`src/rtl/mux_scan_sequencer_if.sv`:
```
// Handshake and mux-facing signals of the 16-channel scan sequencer.
// master = controller/mux side, slave = sequencer side.
interface mux_scan_sequencer_if;
  localparam int unsigned SEL_W  = 4;
  localparam int unsigned DATA_W = 16;

  logic              start;
  logic              cont;
  logic              stop;
  logic              mux_out;
  logic [SEL_W-1:0]  sel;
  logic [DATA_W-1:0] data;
  logic              valid;
  logic              busy;

  modport master (output start, cont, stop, mux_out,
                  input  sel, data, valid, busy);
  modport slave  (input  start, cont, stop, mux_out,
                  output sel, data, valid, busy);
endinterface

```
`src/rtl/mux_scan_sequencer.sv`:
```
// Steps a 16:1 mux through all channels, samples each after SETTLE extra
// cycles, and presents the assembled word with a one-cycle valid strobe.
module mux_scan_sequencer #(
  parameter int unsigned SETTLE = 1
) (
  input  logic                 clk,
  input  logic                 rst,
  mux_scan_sequencer_if.slave  bus
);

  localparam int unsigned SEL_W  = 4;
  localparam int unsigned CNT_W  = 4;
  localparam int unsigned DATA_W = 16;
  localparam logic [SEL_W-1:0] LAST_CH = SEL_W'(15);
  localparam logic [CNT_W-1:0] RELOAD  = CNT_W'(SETTLE);

  localparam logic [0:0] IDLE = 1'b0;
  localparam logic [0:0] SCAN = 1'b1;

  logic [0:0]        state,  state_n;
  logic [SEL_W-1:0]  sel_q,  sel_n;
  logic [CNT_W-1:0]  cnt_q,  cnt_n;
  logic [DATA_W-1:0] shreg,  shreg_n;
  logic [DATA_W-1:0] data_q, data_n;
  logic              valid_q, valid_n;
  logic              busy_q,  busy_n;
  logic              cflag,   cflag_n;

  // Next-state and next-output logic
  always_comb begin
    state_n = state;
    sel_n   = sel_q;
    cnt_n   = cnt_q;
    shreg_n = shreg;
    data_n  = data_q;
    valid_n = 1'b0;
    busy_n  = busy_q;
    cflag_n = cflag;

    case (state)
      IDLE: begin
        busy_n = 1'b0;
        sel_n  = '0;
        if (bus.start) begin
          state_n = SCAN;
          cnt_n   = RELOAD;
          shreg_n = '0;
          cflag_n = bus.cont & ~bus.stop;
          busy_n  = 1'b1;
        end
      end
      SCAN: begin
        if (bus.stop) cflag_n = 1'b0;
        if (cnt_q == '0) begin
          shreg_n = {bus.mux_out, shreg[DATA_W-1:1]};
          cnt_n   = RELOAD;
          if (sel_q != LAST_CH) begin
            sel_n = SEL_W'(sel_q + SEL_W'(1));
          end else begin
            // End of scan: publish the whole word at once
            data_n  = {bus.mux_out, shreg[DATA_W-1:1]};
            valid_n = 1'b1;
            sel_n   = '0;
            if (!(cflag & ~bus.stop)) begin
              state_n = IDLE;
              cnt_n   = '0;
              busy_n  = 1'b0;
            end
          end
        end else begin
          cnt_n = CNT_W'(cnt_q - CNT_W'(1));
        end
      end
      default: begin
        state_n = IDLE;
        sel_n   = '0;
        busy_n  = 1'b0;
      end
    endcase
  end

  // State and output registers
  always_ff @(posedge clk or posedge rst) begin
    if (rst) begin
      state   <= IDLE;
      sel_q   <= '0;
      cnt_q   <= '0;
      shreg   <= '0;
      data_q  <= '0;
      valid_q <= 1'b0;
      busy_q  <= 1'b0;
      cflag   <= 1'b0;
    end else begin
      state   <= state_n;
      sel_q   <= sel_n;
      cnt_q   <= cnt_n;
      shreg   <= shreg_n;
      data_q  <= data_n;
      valid_q <= valid_n;
      busy_q  <= busy_n;
      cflag   <= cflag_n;
    end
  end

  assign bus.sel   = sel_q;
  assign bus.data  = data_q;
  assign bus.valid = valid_q;
  assign bus.busy  = busy_q;

endmodule

```
`src/flat_wrapper.sv`:
```
// flat-port wrapper written by rule: the top's interface ports become plain ports
module mux_scan_sequencer_flat 
#(
  parameter int unsigned SETTLE = 1
)
  (clk, rst, bus_start, bus_cont, bus_stop, bus_mux_out, bus_sel, bus_data, bus_valid, bus_busy);
  mux_scan_sequencer_if bus_i ();
  input  logic clk;
  input  logic rst;
  input wire logic [$bits(bus_i.start)-1:0] bus_start;
  input wire logic [$bits(bus_i.cont)-1:0] bus_cont;
  input wire logic [$bits(bus_i.stop)-1:0] bus_stop;
  input wire logic [$bits(bus_i.mux_out)-1:0] bus_mux_out;
  output wire logic [$bits(bus_i.sel)-1:0] bus_sel;
  output wire logic [$bits(bus_i.data)-1:0] bus_data;
  output wire logic [$bits(bus_i.valid)-1:0] bus_valid;
  output wire logic [$bits(bus_i.busy)-1:0] bus_busy;
  assign bus_i.start = bus_start;
  assign bus_i.cont = bus_cont;
  assign bus_i.stop = bus_stop;
  assign bus_i.mux_out = bus_mux_out;
  assign bus_sel = bus_i.sel;
  assign bus_data = bus_i.data;
  assign bus_valid = bus_i.valid;
  assign bus_busy = bus_i.busy;
  mux_scan_sequencer #(.SETTLE(SETTLE)) u_core (.clk(clk), .rst(rst), .bus(bus_i));
endmodule
```
`config.mk`:
```
export PLATFORM = sky130hd
export DESIGN_NAME = mux_scan_sequencer_flat
export DESIGN_NICKNAME = d
export VERILOG_FILES = /design/src/rtl/mux_scan_sequencer_if.sv /design/src/rtl/mux_scan_sequencer.sv /design/src/flat_wrapper.sv
export SDC_FILE = /design/constraint.sdc
export NUM_CORES = 1
export LEC_CHECK = 0
export ABC_AREA = 1
export BUFFER_PORTS_ARGS = -buffer_cell sky130_fd_sc_hd__buf_2
export CAP_MARGIN = 5
export CORE_UTILIZATION = 40
export CTS_BUF_LIST = sky130_fd_sc_hd__clkbuf_2
export CTS_CLUSTER_DIAMETER = 200
export CTS_CLUSTER_SIZE = 14
export DETAILED_ROUTE_END_ITERATION = 12
export GPL_ROUTABILITY_DRIVEN = 0
export SETUP_SLACK_MARGIN = 0.15
export SYNTH_ARGS = -nofsm -noshare
export SYNTH_HDL_FRONTEND = slang
export SYNTH_SLANG_ARGS = --single-unit
```
`constraint.sdc`:
```
create_clock -name clk -period 2.7 [get_ports clk]
set_input_delay 0.405 -clock clk [delete_from_list [all_inputs] [get_ports clk]]
set_output_delay 0.405 -clock clk [all_outputs]
set_load 0.02 [all_outputs]
```
==> metrics list <==
- After routing, the total negative slack on setup checks comes to 0 ns.
- Slowest stage cell on the critical path: sky130_fd_sc_hd__dfrtp_1
- Synthesis-to-layout area growth: 10.4%
- Via count of the first global-routing pass: around 1,200
- Once routing completed, OpenROAD measured the worst setup slack at 1.02 ns.
- Worst-path cell chain: inv_1, ha_1, nand3_2, nand2_2, o22ai_1
- Among cell families on the critical path, the largest total delay comes from simple AND/OR/NAND/NOR gates.
- Fraction of final layout cells sized beyond drive strength 1: between 20 and 30%
- Average cell area after synthesis: 10.4 um^2
- Worst slack after detailed placement: ~1.0 ns
* Setup skew after layout: about 0.010 ns
* Area share of fa/ha/maj cells after synthesis: approximately 2.0%
* Synthesized-area fraction occupied by ao, oa, aoi and oai cells: between 10% and 20%
* CTS Buf Count: 5
- In the synthesized netlist the dominant register cell turns out to be sky130_fd_sc_hd__dfrtp_1.
- CP bufs+invs: 1
- Met2 global-route usage: between 20% and 30%
* TritonCTS clock tree: done
* Critical path's largest stage delay: 0.43 ns
* Depth of the CTS H-tree: 2
- For this design the static power due to leakage is 1.07 nW.
- The critical path in this run is classified as flop to flop.
* Maximum number of pins on one net before global-route repair: 44
- Hold repair after CTS inserted 0 buffers.
- Final Hold Violating Endpoints: 0
- Total number of vias: 1,217
- Dividing total power by cell area gives a power density of 621 nW/um^2.
- For met1 alone, demand over resource in global routing was between 10% and 20%.
- Simple-gate area share of the yosys netlist: 14.9%
- The core region is between 4000 and 5000 um^2.
- Area of combinational cells with multiple inputs: 611 um^2
* Post-Synth XOR/XNOR Area: 0.947%
- Global routing finished with a remaining overflow of 0.
- Placed wire-length estimate: 2020 um
* CTS resizes: 0
- Wire length after detailed routing: slightly below 3000 um
* Maximum fanout encountered on the critical timing path: 18
- Of the synthesized area, sequential elements account for 58.2%.
* Worst slew pin tran: around 0.53 ns
- The share of total power dissipated in sequential elements is 58.3%.
* Via density: around 4.7
* Net count reported at finish: between 200 and 250
- Flip-flop and latch area: about 1100 um^2
* Warnings from Yosys: 0
- The die covers 4900 um^2.
- After technology mapping, the gate count stands at roughly 180.
- Area share of the largest cell type after synthesis: 58.2%
- Net switching power of the design: 0.000412 W
- The portion of synthesized area spent on multiplexers is 0%.
* Max Transition Viols Final: 0
- Count of unresolved DRC violations after routing: 0
* Clock slew at reported path FFs: roughly 0.20 ns
* Count of input and output buffers: 27
- For this run, global-route usage on met3 was measured as 3.46%.
- Flop and latch count out of synthesis: 43
- Counting every sink on the clock net gives 43.
* Horizontal extent of the die: 70.0 um
- The number of nets handed over by synthesis was 187.
- The floorplan has 24 rows.
- Status: finished clean
* Number of buffers inserted by post-CTS setup repair: 0
* Die height: 70.0 um
- In this run, the number of DRC markers left after iteration 0 of detailed routing was 66.
- Data on the critical path is required at its endpoint by 2.98 ns.
- Among all cell types in the netlist, the one instantiated most often is sky130_fd_sc_hd__dfrtp_1.
- Yosys attributes the largest share of cell area to sky130_fd_sc_hd__dfrtp_1 (58%), sky130_fd_sc_hd__o21ai_2 (7.6%), sky130_fd_sc_hd__nand2_1 (6.9%).
- Antenna diodes: 0
- Of the total power, the share spent switching nets is 32.5%.
- Sort of element at the start of the critical path: flop
- The worst setup path is captured at a flop.
- Slew HR: 64.8%
* Crit path arrival time: approximately 2.0 ns
- Power Internal: 0.000856 W
* Setup slack of the worst register-to-register path: 1.02 ns
- Setup repair after global routing left no endpoint under its margin.
* Length of the first detailed-routing pass in iterations: 4
- For this run, the share of the core covered by cells in the final layout is 46.5%.
- Antenna-violating nets left: 0
* Initial cell density of the core: a little over two fifths
- The routed design could run at a clock period as short as 1.68 ns.
* Synth async-reset ratio: 100%
- Clock root cell: sky130_fd_sc_hd__clkbuf_2
- Post-synthesis instance area: 1850 um^2
- Worst min-delay path class: input port to async pin
* Wire length per cell: 11.3 um
- Busiest metal layer after global routing: met2
- Count of distinct cell types in the synthesized netlist: 20
* Wire length of the first global-routing pass: ~5200 um
* Largest family of logic cells by synthesized area: compound AO/OA/AOI/OAI gates
- Number of failing setup endpoints in the final timing report: 0
- IR analysis of the VDD net gives a maximum drop of 0.229 mV.
* Most frequent cells after synthesis: sky130_fd_sc_hd__dfrtp_1 (43), sky130_fd_sc_hd__nand2_1 (34), sky130_fd_sc_hd__inv_1 (29)
- Buffer depth of the longest clock path: 2
* Cell type with the highest aggregate area in the netlist: sky130_fd_sc_hd__dfrtp_1
- Total of fill cells in the finished design: 438
- Ports placed on the boundary: 28
* Global-route usage over all layers: 13.2%
- For this run, the top clock speed supported by timing is 0.594 GHz.
* Initial antenna violation count: 0
* Proportion of power drawn by the clock network: 19.7%
* EDFF count, synth: 0
- Clock insertion delay at the later pin of the skew report: 0.39 ns
* Number of max-cap violations: 0
- Share of the cycle needed by the critical path after routing: ~62%
- Comb power frac: a little over a fifth
sequential cells by signal, indices dropped and copies added (netlist names):
register          cells
u_core.shreg         15
u_core.state          1
u_core.bus.sel        4
u_core.cflag          1
u_core.bus.busy       1
u_core.cnt_q          4
u_core.bus.data      16
u_core.bus.valid      1
stage by stage:
| step | cell area, um^2 | power [W] | hold WS [ns] | std cells |
|---|---|---|---|---|
| floorplan | 1850 | 0.000974 | 0.471 | 178 |
| finish | 2040 | 0.00127 | 0.0964 | 260 |
| global placement | 2010 | 0.00103 | 0.461 | 253 |
| detailed placement | 2010 | 0.00104 | 0.463 | 253 |
| global route | 2040 | 0.00134 | 0.128 | 260 |
| CTS | 2040 | 0.00128 | 0.103 | 260 |
power by group through the flow:
stage          Clock (W)  Sequential (W)  Combinational (W)
4_1_cts         0.000261        0.000740           0.000283
3_5_place_dp           0        0.000752           0.000284
3_3_place_gp           0        0.000751           0.000279
6_report        0.000250        0.000739           0.000279
2_1_floorplan          0        0.000771           0.000203
5_1_grt         0.000281        0.000748           0.000314
path summary, 6_finish.rpt:
kind,startpoint,endpoint,depth (start not counted)
max,u_core.cnt_q[0],u_core.shreg[6],5
min,rst,u_core.bus.sel[1],3
max reg2reg,u_core.cnt_q[0],u_core.shreg[6],5
min reg2reg,u_core.bus.data[1],u_core.bus.data[1],2
max in group asynchronous,rst,u_core.shreg[7],3
min in group clk,bus_cont,u_core.cflag,2
tightest hold or removal path: stages:
cell and delay [ns]:
sky130_fd_sc_hd__buf_2 0.09, sky130_fd_sc_hd__inv_1 0.04, sky130_fd_sc_hd__buf_4 0.44
kinds of logic (layout without fill, tap and decap cells):
| logic type | after synthesis | after routing |
|---|---|---|
| compound gates | 39 | 39 |
| simple gates | 56 | 56 |
| fa+ha+maj | 3 | 3 |
| xor+xnor | 2 | 2 |
| buf+inv | 35 | 65 |
| flops | 43 | 43 |
routing by layer:
layer / part of all wire (%) / wire, um
met1: 48 / 1410
met2: 46 / 1340
met3: 4.7 / 138
met4: 1.9 / 57
met5: 0 / 0
placed cells by master (no fill, tap or decap), types with 2 or more instances in the layout:
master	netlist	routed
sky130_fd_sc_hd__nand2_2	5	5
sky130_fd_sc_hd__buf_2	1	27
sky130_fd_sc_hd__ha_1	3	3
sky130_fd_sc_hd__nand3_1	6	6
sky130_fd_sc_hd__o21ai_0	3	3
sky130_fd_sc_hd__clkbuf_2	0	5
sky130_fd_sc_hd__nand2_4	2	2
sky130_fd_sc_hd__a21oi_1	2	2
sky130_fd_sc_hd__nand2_1	34	34
sky130_fd_sc_hd__o21ai_2	16	16
sky130_fd_sc_hd__o22ai_1	17	17
sky130_fd_sc_hd__inv_1	29	29
sky130_fd_sc_hd__nor2_1	6	6
sky130_fd_sc_hd__dfrtp_1	43	43
sky130_fd_sc_hd__xnor2_1	2	2
cell type report:
cell class | instances | area share, %
Sequential cell | 43 | 52.7
Multi-Input combinational cell | 100 | 29.9
Timing Repair Buffer | 28 | 6.99
Inverter | 30 | 5.52
Tap cell | 52 | 3.19
Clock buffer | 5 | 1.23
Clock inverter | 2 | 0.429
(Power assumes the default switching activity.)
